[config.mk]
export PLATFORM = sky130hd
export DESIGN_NAME = key_counter_bank_flat
export DESIGN_NICKNAME = d
export VERILOG_FILES = /design/src/rtl/key_counter_bank_pkg.sv /design/src/rtl/key_counter_bank_if.sv /design/src/rtl/key_counter_bank_debounce.sv /design/src/rtl/key_counter_bank.sv /design/src/flat_wrapper.sv
export SDC_FILE = /design/constraint.sdc
export NUM_CORES = 1
export LEC_CHECK = 0
export ABC_AREA = 1
export BUFFER_PORTS_ARGS = -buffer_cell sky130_fd_sc_hd__buf_2
export CORE_UTILIZATION = 53
export CTS_CLUSTER_DIAMETER = 100
export CTS_CLUSTER_SIZE = 25
export DETAILED_ROUTE_END_ITERATION = 10
export PLACE_DENSITY_LB_ADDON = 0.1
export SLEW_MARGIN = 20
export SYNTH_ARGS = -nofsm -noshare
export SYNTH_HDL_FRONTEND = slang
export SYNTH_HIERARCHICAL = 1
export SYNTH_SLANG_ARGS = --single-unit
[constraint.sdc]
create_clock -name clk -period 2.41 [get_ports clk]
set_input_delay 0.482 -clock clk [delete_from_list [all_inputs] [get_ports clk]]
set_output_delay 0.482 -clock clk [all_outputs]
set_load 0.02 [all_outputs]
[src/rtl/key_counter_bank_pkg.sv]
// Shared types and board-wide constants for the key counter bank.
// Key polarity, default debounce length (~10 ms at 50 MHz) and default prescaler width.
package key_counter_bank_pkg;

  localparam bit KEY_ACTIVE_LOW = 1'b1;
  localparam int DEF_DB_CYCLES  = 500000;
  localparam int DEF_PRESC_W    = 24;

  typedef enum logic [1:0] {
    STEP_NONE = 2'd0,
    STEP_UP   = 2'd1,
    STEP_DN   = 2'd2
  } step_e;

  // Free-run overrides the keys; simultaneous up/down presses cancel out.
  function automatic step_e step_sel(logic free_run, logic tick, logic up, logic dn);
    if (free_run)       return tick ? STEP_UP : STEP_NONE;
    if (up && !dn)      return STEP_UP;
    if (dn && !up)      return STEP_DN;
    return STEP_NONE;
  endfunction

endpackage

[src/rtl/key_counter_bank_if.sv]
// Key inputs, free-run control and counter outputs of the key counter bank.
interface key_counter_bank_if #(
  parameter int N_CH = 2,
  parameter int W    = 4
);
  logic [N_CH-1:0]   key_up_n;
  logic [N_CH-1:0]   key_dn_n;
  logic              free_run;
  logic [N_CH*W-1:0] cnt;
  logic [N_CH-1:0]   wrap_pulse;

  modport master (output key_up_n, key_dn_n, free_run, input cnt, wrap_pulse);
  modport slave  (input key_up_n, key_dn_n, free_run, output cnt, wrap_pulse);
endinterface

[src/rtl/key_counter_bank_debounce.sv]
// One raw key: 2-flop synchroniser, stable-count debouncer and registered press pulse.
module key_debounce
  import key_counter_bank_pkg::*;
#(
  parameter int DB_CYCLES = 4
) (
  input  logic clk,
  input  logic reset,
  input  logic key_n,
  output logic press
);
  localparam int         DCW     = $clog2(DB_CYCLES) + 1;
  localparam logic [DCW-1:0] DB_LAST = DCW'(DB_CYCLES - 1);
  localparam logic       IDLE    = KEY_ACTIVE_LOW ? 1'b1 : 1'b0;

  logic [1:0]     sync_q, sync_d;
  logic [DCW-1:0] dc_q, dc_d;
  logic           lvl_q, lvl_d;
  logic           lvl_prev_q, lvl_prev_d;
  logic           press_q, press_d;

  always_comb begin
    sync_d     = {sync_q[0], key_n};
    lvl_d      = lvl_q;
    dc_d       = dc_q;
    if (sync_q[1] == lvl_q) begin
      dc_d = '0;
    end else if (dc_q != DB_LAST) begin
      dc_d = dc_q + DCW'(1);
    end else begin
      lvl_d = sync_q[1];
      dc_d  = '0;
    end
    lvl_prev_d = lvl_q;
    // Only the idle->active edge counts; release is ignored.
    press_d    = (lvl_prev_q == IDLE) && (lvl_q != IDLE);
  end

  always_ff @(posedge clk or posedge reset) begin
    if (reset) begin
      sync_q     <= {2{IDLE}};
      dc_q       <= '0;
      lvl_q      <= IDLE;
      lvl_prev_q <= IDLE;
      press_q    <= 1'b0;
    end else begin
      sync_q     <= sync_d;
      dc_q       <= dc_d;
      lvl_q      <= lvl_d;
      lvl_prev_q <= lvl_prev_d;
      press_q    <= press_d;
    end
  end

  assign press = press_q;
endmodule

[src/rtl/key_counter_bank.sv]
// Bank of independent up/down counters stepped by debounced key presses or,
// in free-run mode, by a shared prescaler tick.
module key_counter_bank
  import key_counter_bank_pkg::*;
#(
  parameter int N_CH      = 2,
  parameter int W         = 4,
  parameter int DB_CYCLES = 4,
  parameter int PRESC_W   = DEF_PRESC_W,
  parameter bit SATURATE  = 1'b0
) (
  input  logic              clk,
  input  logic              reset,
  key_counter_bank_if.slave bus
);
  logic [PRESC_W-1:0]       presc_q, presc_d;
  logic                     tick;
  logic [N_CH-1:0]          up_evt, dn_evt, wrap_all;
  logic [N_CH-1:0][W-1:0]   cnt_all;

  // Prescaler free-runs even when free_run is low and wraps naturally.
  always_comb presc_d = presc_q + PRESC_W'(1);
  assign tick = &presc_q;

  always_ff @(posedge clk or posedge reset) begin
    if (reset) presc_q <= '0;
    else       presc_q <= presc_d;
  end

  for (genvar i = 0; i < N_CH; i++) begin : g_ch
    logic [W-1:0] cnt_q, cnt_d;
    logic         wrap_q, wrap_d;
    step_e        step;

    key_debounce #(.DB_CYCLES(DB_CYCLES)) u_up (
      .clk(clk), .reset(reset), .key_n(bus.key_up_n[i]), .press(up_evt[i]));
    key_debounce #(.DB_CYCLES(DB_CYCLES)) u_dn (
      .clk(clk), .reset(reset), .key_n(bus.key_dn_n[i]), .press(dn_evt[i]));

    assign step = step_sel(bus.free_run, tick, up_evt[i], dn_evt[i]);

    // A step past either bound pulses wrap; SATURATE picks wrap vs. hold.
    always_comb begin
      cnt_d  = cnt_q;
      wrap_d = 1'b0;
      case (step)
        STEP_UP: begin
          if (cnt_q == '1) begin
            wrap_d = 1'b1;
            cnt_d  = SATURATE ? cnt_q : '0;
          end else begin
            cnt_d = cnt_q + W'(1);
          end
        end
        STEP_DN: begin
          if (cnt_q == '0) begin
            wrap_d = 1'b1;
            cnt_d  = SATURATE ? cnt_q : '1;
          end else begin
            cnt_d = cnt_q - W'(1);
          end
        end
        default: ;
      endcase
    end

    always_ff @(posedge clk or posedge reset) begin
      if (reset) begin
        cnt_q  <= '0;
        wrap_q <= 1'b0;
      end else begin
        cnt_q  <= cnt_d;
        wrap_q <= wrap_d;
      end
    end

    assign cnt_all[i]  = cnt_q;
    assign wrap_all[i] = wrap_q;
  end

  assign bus.cnt        = cnt_all;
  assign bus.wrap_pulse = wrap_all;
endmodule

[src/flat_wrapper.sv]
// flat-port wrapper written by rule: the top's interface ports become plain ports
module key_counter_bank_flat import key_counter_bank_pkg::*;
#(
  parameter int N_CH      = 2,
  parameter int W         = 4,
  parameter int DB_CYCLES = 4,
  parameter int PRESC_W   = DEF_PRESC_W,
  parameter bit SATURATE  = 1'b0
)
  (clk, reset, bus_key_up_n, bus_key_dn_n, bus_free_run, bus_cnt, bus_wrap_pulse);
  key_counter_bank_if #(.N_CH(N_CH), .W(W)) bus_i ();
  input  logic clk;
  input  logic reset;
  input wire logic [$bits(bus_i.key_up_n)-1:0] bus_key_up_n;
  input wire logic [$bits(bus_i.key_dn_n)-1:0] bus_key_dn_n;
  input wire logic [$bits(bus_i.free_run)-1:0] bus_free_run;
  output wire logic [$bits(bus_i.cnt)-1:0] bus_cnt;
  output wire logic [$bits(bus_i.wrap_pulse)-1:0] bus_wrap_pulse;
  assign bus_i.key_up_n = bus_key_up_n;
  assign bus_i.key_dn_n = bus_key_dn_n;
  assign bus_i.free_run = bus_free_run;
  assign bus_cnt = bus_i.cnt;
  assign bus_wrap_pulse = bus_i.wrap_pulse;
  key_counter_bank #(.N_CH(N_CH), .W(W), .DB_CYCLES(DB_CYCLES), .PRESC_W(PRESC_W), .SATURATE(SATURATE)) u_core (.clk(clk), .reset(reset), .bus(bus_i));
endmodule
==> flow_metrics.tcl, run 1 <==
set metrics [dict create \
    crit_path_end "u_core/g_ch[1].cnt_q[2]" \
    drcViolationCount 0 \
    fin_worst_skew_ns 0.008172 \
    hold_class "primary input to asynchronous set/reset pin" \
    top_layer "met4" \
    wl_met3_um 190 \
    grt_pass1_vias 2095 \
    die_w_um 80.51 \
    setup-violations-final 0 \
    cap_violations 0 \
    yosysTopAreaCellShare 0.3830 \
    slowest_delay_ns 0.43 \
    start_util 0.5518 \
    port_buffers 16 \
    crit_chain "ha_4 -> nand2_2 -> nor2_4 -> nand2_4 -> nor2_4 -> nand3_2 -> nand2_2 -> inv_2 -> ha_1 -> nor2_1 -> o21ai_0 -> or2_2 -> nand3_1" \
    required_ns 2.68 \
    status "finished, final reports clean" \
    finalPower_mw 3.503 \
    ys_seq_area_frac 0.5117 \
    critPathSlowestCell "dfrtp_1" \
    ys_types 28 \
    worstPathArrival_ns 2.52 \
    antenna_found_initial 0 \
    htreeDepth 3 \
    first_pass_iters 4 \
    drtIter0Drc 136 \
    reg2regPathDepth 13 \
    cts_tree "yes" \
    cts_made_buffers 9 \
    layout_min_cycle_time_ns 2.256 \
    dieArea_mm2 0.006482 \
    synth_common_cells "108 x nand2_1, 53 x inv_1, 50 x dfrtp_1, 49 x nor2_1, 19 x nand3_1" \
    overflow 0 \
    nFillCells 527 \
    antennaDiodeCount 0 \
    place.gp.congestion 0.8097 \
    holdWs_ns 0.1183 \
    synth_largest_area_cell "dfrtp_1" \
    dp_hpwl_um 3916 \
    routed_wl_um 5488 \
    timing.critical_path.depth 13 \
    synthTopCellsByArea "dfrtp_1 38%, dfstp_2 13%, nand2_1 12%, inv_1 6.1%, nor2_1 5.6%" \
    reg2reg_from "u_core/presc_q[0]" \
    slew-limit-headroom 0.7131 \
    clock_path_buffers 2 \
    ys.flop_type "dfrtp_1" \
    cts_num_sinks 66 \
    startpoint_type "flop" \
    vias_per_cell 4.793 \
    powerDensity_mw_per_mm2 956.3 \
    grt_pass1_wl_um 9080 \
    fin_crit_sh 0.9362 \
    drive_gt1_frac 0.1932 \
    avgRoutedWirePerCell_um 11.22 \
    hold_buffers 0 \
    grt_max_degree 35 \
    syn-num-nets 405 \
    clk_pin_slew_worst_paths_ns 0.07 \
    syn_area_mm2 0.003267 \
    final_nets 430 \
    yosysMostFrequentCell "nand2_1" \
    cp_max_fo 6 \
    worst_slew_pin_slew_ns 0.4304 \
    wl_met2_um 2593 \
    hold_viol 0 \
    ir_worst_vdd_v 0.0006556 \
    vias 2344 \
    insertion_delay_ns 0.33 \
    synth-seq-cells 66 \
    path_class "flop to flop" \
    area_growth_pct 12.14 \
    async_flop_share 1.000 \
    root_buffer "clkbuf_8" \
    r2r_slack_ns 0.15 \
    critPathLaunch "u_core/presc_q[0]" \
    die_y_um 80.51 \
    cp_top_family "simple AND/OR/NAND/NOR gates" \
    num_io_pins 17 \
    wl_met1_um 2650 \
    rows 28 \
    syn_inst 384 \
    grt_use_total 0.1860 \
    ys_warn_count 6 \
    rsz0062_at_grt "no" \
    end_kind "flop" \
    critPathBufInv 1 \
    slew_violations 0 \
    finalSetupTns_ns 0 \
    synth_enable_flop_cells 0 \
    p_leak_nw 1.792 \
    core_mm2 0.005921 \
    max_freq_mhz 443.2 \
    reg2reg_to "u_core/g_ch[1].cnt_q[2]" \
    drtAntennaViolNets 0 \
    syn_area_per_cell_um2 8.508 \
]
==> cell families after synthesis <==
group                      share of synthesized area
buffers and inverters                        0.07507
AOI/OAI and AO/OA                            0.02030
DFF                                           0.5117
and+or+nand+nor                               0.2911
adders and majority gates                    0.05362
xor gates and xnor gates                     0.04826
==> report_power, final <==
group          internal [mW]  switching (mW)  total, mW
Sequential              1.37           0.196       1.57
Clock                  0.609           0.411       1.02
Combinational          0.356           0.562      0.918
Total                   2.33            1.17       3.50
==> timing repair <==
item | in CTS | in global routing
hold endpoints to repair | 0 | 0
resized for setup | 0 | 3
endpoints found under the setup margin | 0 | 4
buffers inserted | 0 | 0
==> layout make-up <==
class | count | area [µm²] | area share
Sequential cell | 66 | 1672 | 0.4563
Inverter | 60 | 225.2 | 0.06148
Multi-Input combinational cell | 255 | 1365 | 0.3726
Clock inverter | 5 | 78.83 | 0.02152
Timing Repair Buffer | 17 | 87.58 | 0.02391
Clock buffer | 11 | 141.4 | 0.03859
Tap cell | 75 | 93.84 | 0.02561
==> worst min path at each step <==
stage | startpoint | end
after detailed placement | u_core/g_ch[0].u_up/sync_q[0] | u_core/g_ch[0].u_up/sync_q[1]
after CTS | reset | u_core/g_ch[1].u_dn/dc_q[1]
after global placement | u_core/g_ch[1].u_up/sync_q[0] | u_core/g_ch[1].u_up/sync_q[1]
after global routing | reset | u_core/g_ch[0].u_up/dc_q[0]
final | reset | u_core/g_ch[1].u_dn/dc_q[1]
after floorplan | reset | u_core/g_ch[0].u_dn/dc_q[0]
==> per-stage QoR <==
stage	cells	util	cell area [µm²]	worst slack, ns
2_1_floorplan	384	-	3267	0.2847
3_3_place_gp	473	0.5790	3428	0.1947
3_5_place_dp	473	0.5790	3428	0.1268
4_1_cts	489	0.6162	3649	0.09044
5_1_grt	489	0.6188	3664	0.01868
6_report	489	0.6188	3664	0.1537
==> sequential cells by signal (all words and copies together) (netlist names) <==
name                         count
u_core/g_ch.wrap_q               2
u_core/g_ch.u_dn/dc_q            6
u_core/g_ch.u_dn/press           2
u_core/g_ch.cnt_q                8
u_core/g_ch.u_dn/lvl_prev_q      2
u_core/g_ch.u_up/sync_q          4
u_core/presc_q                  24
u_core/g_ch.u_dn/sync_q          4
u_core/g_ch.u_up/lvl_prev_q      2
u_core/g_ch.u_dn/lvl_prev_d      2
u_core/g_ch.u_up/dc_q            6
u_core/g_ch.u_up/press           2
u_core/g_ch.u_up/lvl_prev_d      2
==> worst register-to-register path, delay by kind of cell, from the launching register on <==
family,cells,cell delay [ns]
flops,1,0.43
compound gates,1,0.11
simple gates,9,1.07
buf+inv,1,0.03
fa+ha+maj,2,0.53
==> cell usage in the layout, fill, tap and decap left out <==
| cell | n |
|---|---|
| nand3_2 | 2 |
| bufinv_16 | 2 |
| ha_2 | 1 |
| nand4_1 | 3 |
| inv_1 | 53 |
| o21a_1 | 1 |
| dfstp_2 | 16 |
| buf_2 | 16 |
| xnor2_1 | 10 |
| nor3_1 | 3 |
| nand3b_1 | 6 |
| clkinv_2 | 2 |
| clkbuf_8 | 10 |
| clkinv_4 | 1 |
| nor2_4 | 4 |
| a21oi_1 | 2 |
| or2_2 | 2 |
| dfrtp_1 | 50 |
| buf_4 | 1 |
| xor2_1 | 8 |
| clkbuf_1 | 1 |
| nand2_1 | 108 |
| o22ai_1 | 1 |
| inv_2 | 7 |
| ha_1 | 12 |
| nand3_1 | 19 |
| o21ai_1 | 1 |
| o21ai_0 | 6 |
| nor2_2 | 2 |
| nor2_1 | 49 |
| nand2_4 | 1 |
| nand2_2 | 11 |
| o211ai_1 | 1 |
| nand3_4 | 1 |
| ha_4 | 1 |
==> layer usage <==
metal | vias up | track usage
met2 | 43 | 0.2881
met3 | 6 | 0.05455
met1 | 1079 | 0.2429
li1 | 1216 | -
met4 | 0 | 0.07500
met5 | - | 0
(Power assumes the default switching activity.)
==> run 2, diff against run 1 <==
--- a/config.mk
+++ b/config.mk
@@ -5,7 +5,6 @@
 export SDC_FILE = /design/constraint.sdc
 export NUM_CORES = 1
 export LEC_CHECK = 0
-export ABC_AREA = 1
 export BUFFER_PORTS_ARGS = -buffer_cell sky130_fd_sc_hd__buf_2
 export CORE_UTILIZATION = 53
 export CTS_CLUSTER_DIAMETER = 100
==> flow_metrics.tcl, run 2 <==
set metrics [dict create \
    die_y_um 77.26 \
    dp_hpwl_um 3303 \
    top_regs "u_core/presc_q (24), u_core/g_ch.cnt_q (8)" \
    layout.cells.non_filler 373 \
    vias_per_cell 5.180 \
    yosys.area_share.simple 0.2009 \
    dp_cells 355 \
    grt_use_total 0.1922 \
    grt_pass1_vias 1944 \
    pre_cts_ws_ns -0.04583 \
    path_class "flop to flop" \
    hold_buffers 0 \
    num_io_pins 17 \
    yosysTopAreaCellShare 0.4168 \
    max_freq_mhz 410.3 \
    grt_max_degree 35 \
    synth-seq-cells 66 \
    synthTopCellsByArea "dfrtp_1 42%, dfstp_2 14%, xnor2_1 7.0%, ha_1 5.8%, nor3b_2 3.3%" \
    violations "negative setup slack" \
    worst_slack_ns -0.02743 \
    clk_pin_slew_worst_paths_ns 0.07 \
    final_nets 317 \
    ys.flop_type "dfrtp_1" \
    ir_worst_vdd_v 0.0005759 \
    required_ns 2.63 \
    cp_max_fo 9 \
    setup-violations-final 1 \
    cap_violations 0 \
    hold_class "primary input to asynchronous set/reset pin" \
    synthAdderAreaFrac 0.05836 \
    holdWs_ns 0.1220 \
    synth_common_cells "50 x dfrtp_1, 24 x xnor2_1, 19 x nand2_1, 16 x dfstp_2, 16 x inv_1" \
    antenna_found_initial 0 \
    cpMostUsedCell "or4_4" \
    routed_wl_um 4891 \
    slew-limit-headroom 0.6447 \
    ys_seq_area_frac 0.5569 \
    insertion_delay_ns 0.33 \
    overflow 0 \
    syn_area_mm2 0.003002 \
    final_common_cell "dfrtp_1" \
    port_buffers 16 \
    ys_types 43 \
    root_buffer "clkbuf_8" \
    dieArea_mm2 0.005968 \
    antennaDiodeCount 0 \
    seq_area_mm2 0.001672 \
    start_util 0.5485 \
    rows 27 \
    nFillCells 443 \
    syn_inst 252 \
    worst_slew_pin_slew_ns 0.5280 \
    area_growth_pct 20.01 \
    syn_area_per_cell_um2 11.91 \
    yosysMostFrequentCell "dfrtp_1" \
    regMostFlops "u_core/presc_q" \
    crit_chain "ha_2 -> inv_2 -> or4_4 -> or4_4 -> o21a_1 -> ha_4 -> o41ai_2 -> o2bb2ai_1" \
    synth_compound_area_frac 0.05336 \
    avgRoutedWirePerCell_um 13.11 \
    multiInputGateArea_mm2 0.001321 \
    startpoint_type "flop" \
    die_w_um 77.26 \
    first_pass_iters 4 \
    largest_reg_flops 24 \
    final_util 0.6582 \
    fin_crit_sh 1.011 \
    clock_path_buffers 2 \
    core_mm2 0.005473 \
    place.gp.congestion 0.8412 \
    finalPower_mw 3.637 \
    layout_min_cycle_time_ns 2.437 \
    htreeDepth 3 \
    hold_viol 0 \
    p_leak_nw 1.653 \
    synth_xor_area_frac 0.08462 \
    cts_num_sinks 66 \
    syn-num-nets 273 \
    grt_pass1_wl_um 8832 \
    async_flop_share 1.000 \
    cts_made_buffers 9 \
    rsz0062_at_grt "yes" \
    final_cell_mix "50 x dfrtp_1, 24 x xnor2_1, 21 x buf_4" \
    worstPathArrival_ns 2.65 \
    ys_warn_count 6 \
    cts_tree "yes" \
    powerDensity_mw_per_mm2 1010 \
    end_kind "flop" \
    drive_gt1_frac 0.3522 \
    synth_enable_flop_cells 0 \
    drtAntennaViolNets 0 \
    drcViolationCount 0 \
    synth_mux_area_frac 0.01834 \
    status "complete, but fails checks" \
    critPathSlowestCell "or4_4" \
    fin_worst_skew_ns 0.006381 \
    vias 1932 \
    synth_top_family_by_area "simple AND/OR/NAND/NOR gates" \
    slew_violations 0 \
    synth_largest_area_cell "dfrtp_1" \
    slowest_delay_ns 0.53 \
    drtIter0Drc 108 \
]
run 2: cell types whose count changed in the layout (fill, tap and decap cells not counted), sizes merged, moves of 5 or more:
cell / before / now
nand2: 120 / 19
nor2: 55 / 7
inv: 60 / 16
buf: 17 / 37
xnor2: 10 / 24
nor3b: 0 / 9
nand3: 22 / 16
a21oi: 2 / 7
nand3b: 6 / 1
nor3: 3 / 8
run 2: kinds of logic (layout without fill, tap and decap cells):
logic type,count (synthesis),count (layout)
simple gates,92,92
flops,66,66
xor+xnor,29,29
compound gates,26,26
buf+inv,20,69
fa+ha+maj,14,14
mux,5,5
run 2: area by class of cell:
cell class | instances | share of cell area
Clock buffer | 11 | 0.03925
Clock inverter | 5 | 0.02154
Inverter | 16 | 0.01737
Multi-Input combinational cell | 166 | 0.3668
Sequential cell | 66 | 0.4640
Tap cell | 72 | 0.02501
Timing Repair Buffer | 37 | 0.06600
run 2: per-stage QoR:
step | TNS, ns | instance area, µm²
floorplan | -0.07310 | 3028
global placement | 0 | 3308
detailed placement | -0.08599 | 3308
CTS | -0.03487 | 3551
global route | -0.2754 | 3602
finish | -0.02743 | 3602
run 2: metal layers:
metal,global-route usage,part of all wire,vias up
li1,-,-,953
met3,0.03571,0.026,8
met1,0.2589,0.50,940
met5,0,0,-
met2,0.2885,0.46,31
met4,0.1151,0.018,0
run 2: timing repair:
action,in CTS,in global routing
endpoints found under the setup margin,3,9
pin swaps,1,2
buffers inserted,0,2
resized for setup,3,13
run 2: where the power goes:
group	switching [mW]	total (mW)	leakage [nW]	internal [mW]
logic	0.539	1.02	0.718	0.482
registers	0.222	1.61	0.825	1.39
clock network	0.399	1.01	0.109	0.607
run 2: worst max-delay path: cells and delay by family, from the launching register on:
| family | cells | cell delay [ns] |
|---|---|---|
| AOI/OAI and AO/OA | 3 | 0.49 |
| adders and majority gates | 2 | 0.48 |
| buffers and inverters | 1 | 0.04 |
| DFF | 1 | 0.36 |
| and+or+nand+nor | 2 | 0.96 |
run 2: final timing paths:
check | from | to | slack [ns] | cells past startpoint
min in group clk | bus_key_dn_n[0] | u_core/g_ch[0].u_dn/sync_q[0] | 0.24 | 1
max in group asynchronous | reset | u_core/presc_q[23] | 1.81 | 3
setup reg to reg | u_core/presc_q[1] | u_core/g_ch[0].cnt_q[3] | -0.03 | 8
hold reg to reg | u_core/g_ch[0].u_up/sync_q[0] | u_core/g_ch[0].u_up/sync_q[1] | 0.35 | 0
setup / recovery | u_core/presc_q[1] | u_core/g_ch[0].cnt_q[3] | -0.03 | 8
hold / removal | reset | u_core/g_ch[1].u_dn/press | 0.12 | 2
==> run 3, diff against run 2 <==
--- a/config.mk
+++ b/config.mk
@@ -10,7 +10,7 @@
 export CTS_CLUSTER_DIAMETER = 100
 export CTS_CLUSTER_SIZE = 25
 export DETAILED_ROUTE_END_ITERATION = 10
-export PLACE_DENSITY_LB_ADDON = 0.1
+export PLACE_DENSITY_LB_ADDON = 0.25
 export SLEW_MARGIN = 20
 export SYNTH_ARGS = -nofsm -noshare
 export SYNTH_HDL_FRONTEND = slang
==> flow_metrics.tcl, run 3 (same netlist as run 2, synthesis figures left out) <==
set metrics [dict create \
    grt_max_degree 35 \
    ir_worst_vdd_v 0.0006354 \
    hold_buffers 0 \
    p_leak_nw 1.656 \
    dp_cells 356 \
    critPathSlowestCell "or4_4" \
    top_regs "u_core/presc_q (24), u_core/g_ch.cnt_q (8)" \
    end_kind "flop" \
    layout_min_cycle_time_ns 2.429 \
    clock_path_buffers 2 \
    die_w_um 77.26 \
    root_buffer "clkbuf_8" \
    cap_violations 0 \
    area_growth_pct 20.05 \
    crit_chain "ha_2 -> inv_2 -> or4_4 -> or4_4 -> o21a_1 -> ha_4 -> inv_4 -> nand2_4 -> o32ai_2 -> o2bb2ai_1" \
    hold_class "primary input to asynchronous set/reset pin" \
    max_freq_mhz 411.7 \
    antennaDiodeCount 0 \
    core_mm2 0.005473 \
    drive_gt1_frac 0.3564 \
    regMostFlops "u_core/presc_q" \
    startpoint_type "flop" \
    cts_made_buffers 9 \
    setup-violations-final 1 \
    drtIter0Drc 60 \
    largest_reg_flops 24 \
    path_class "flop to flop" \
    worst_slew_pin_slew_ns 0.5363 \
    htreeDepth 3 \
    vias 1961 \
    routed_wl_um 4808 \
    rsz0062_at_grt "yes" \
    powerDensity_mw_per_mm2 1000 \
    hold_viol 0 \
    die_y_um 77.26 \
    place.gp.congestion 0.8162 \
    num_io_pins 17 \
    slowest_delay_ns 0.53 \
    slew-limit-headroom 0.6397 \
    cts_num_sinks 66 \
    violations "negative setup slack" \
    first_pass_iters 4 \
    worstPathArrival_ns 2.69 \
    clk_pin_slew_worst_paths_ns 0.08 \
    status "complete, but fails checks" \
    slew_violations 0 \
    overflow 0 \
    drcViolationCount 0 \
    required_ns 2.67 \
    insertion_delay_ns 0.35 \
    layout.cells.non_filler 375 \
    rows 27 \
    drtAntennaViolNets 0 \
    antenna_found_initial 0 \
    avgRoutedWirePerCell_um 12.82 \
    cts_tree "yes" \
    dp_hpwl_um 3346 \
    start_util 0.5485 \
    vias_per_cell 5.229 \
    worst_slack_ns -0.01897 \
    finalSetupTns_ns -0.01897 \
    cp_max_fo 5 \
    finalPower_mw 3.604 \
    grt_pass1_wl_um 8321 \
    grt_pass1_vias 1981 \
    grt_use_total 0.1802 \
    final_common_cell "dfrtp_1" \
    port_buffers 16 \
    final_nets 319 \
    final_cell_mix "50 x dfrtp_1, 23 x xnor2_1, 23 x buf_4" \
    fin_worst_skew_ns 0.01509 \
    dieArea_mm2 0.005968 \
    fin_crit_sh 1.008 \
    cpMostUsedCell "or4_4" \
]
-- run 3: path summary, 6_finish.rpt --
| kind | cells past startpoint | from | endpoint | slack, ns |
|---|---|---|---|---|
| worst max-delay path | 10 | u_core/presc_q[1] | u_core/g_ch[0].cnt_q[3] | -0.02 |
| worst min-delay path | 2 | reset | u_core/g_ch[1].u_up/press | 0.1 |
| worst max register to register | 10 | u_core/presc_q[1] | u_core/g_ch[0].cnt_q[3] | -0.02 |
| worst min register to register | 0 | u_core/g_ch[1].u_up/sync_q[0] | u_core/g_ch[1].u_up/sync_q[1] | 0.36 |
| max in group asynchronous | 3 | reset | u_core/presc_q[2] | 1.85 |
| min in group clk | 1 | bus_key_up_n[1] | u_core/g_ch[1].u_up/sync_q[0] | 0.23 |
-- run 3: layer usage --
metal | wire (µm) | track usage
met1 | 2205 | 0.2277
met2 | 2316 | 0.2743
met3 | 175 | 0.04286
met4 | 110 | 0.1208
met5 | 0 | 0
-- run 3: final cells by class --
cell class | count | area (µm²)
clock buffers | 9 | 123.9
clock inverters | 7 | 81.33
fillers | 440 | 1869
inverters | 16 | 62.56
multi-input cells | 166 | 1321
flip-flops and latches | 66 | 1672
well taps | 72 | 90.09
repair buffers | 39 | 252.7
-- run 3: what timing repair did --
| action | in CTS | in global routing |
|---|---|---|
| endpoints found under the setup margin | 3 | 8 |
| pin swaps | 2 | 6 |
| setup buffers | 0 | 3 |
| gates resized for setup | 3 | 13 |
-- run 3: worst max-delay path: cells and delay by family (launching register included) --
| family | cells | cell delay [ns] |
|---|---|---|
| AO/OA/AOI/OAI | 3 | 0.49 |
| AND/OR/NAND/NOR | 3 | 1.01 |
| buffers and inverters | 2 | 0.11 |
| flip-flops | 1 | 0.35 |
| adder cells (fa/ha/maj) | 2 | 0.38 |
-- run 3: through the flow --
| step | hold slack (ns) | area, µm² | worst slack, ns | util |
|---|---|---|---|---|
| 2_1_floorplan | 0.2948 | 3028 | -0.07310 | - |
| 3_3_place_gp | 0.3463 | 3316 | 0.0004194 | 0.6059 |
| 3_5_place_dp | 0.3488 | 3316 | -0.06293 | 0.6059 |
| 4_1_cts | 0.08978 | 3535 | -0.02651 | 0.6459 |
| 5_1_grt | 0.1144 | 3603 | -0.1046 | 0.6584 |
| 6_report | 0.09759 | 3603 | -0.01897 | 0.6584 |
-- run 3: power by group --
group / leakage [nW] / total [mW] / switching, mW / internal (mW)
sequential: 0.825 / 1.61 / 0.222 / 1.39
combinational: 0.730 / 1.05 / 0.544 / 0.502
clock: 0.101 / 0.950 / 0.457 / 0.493
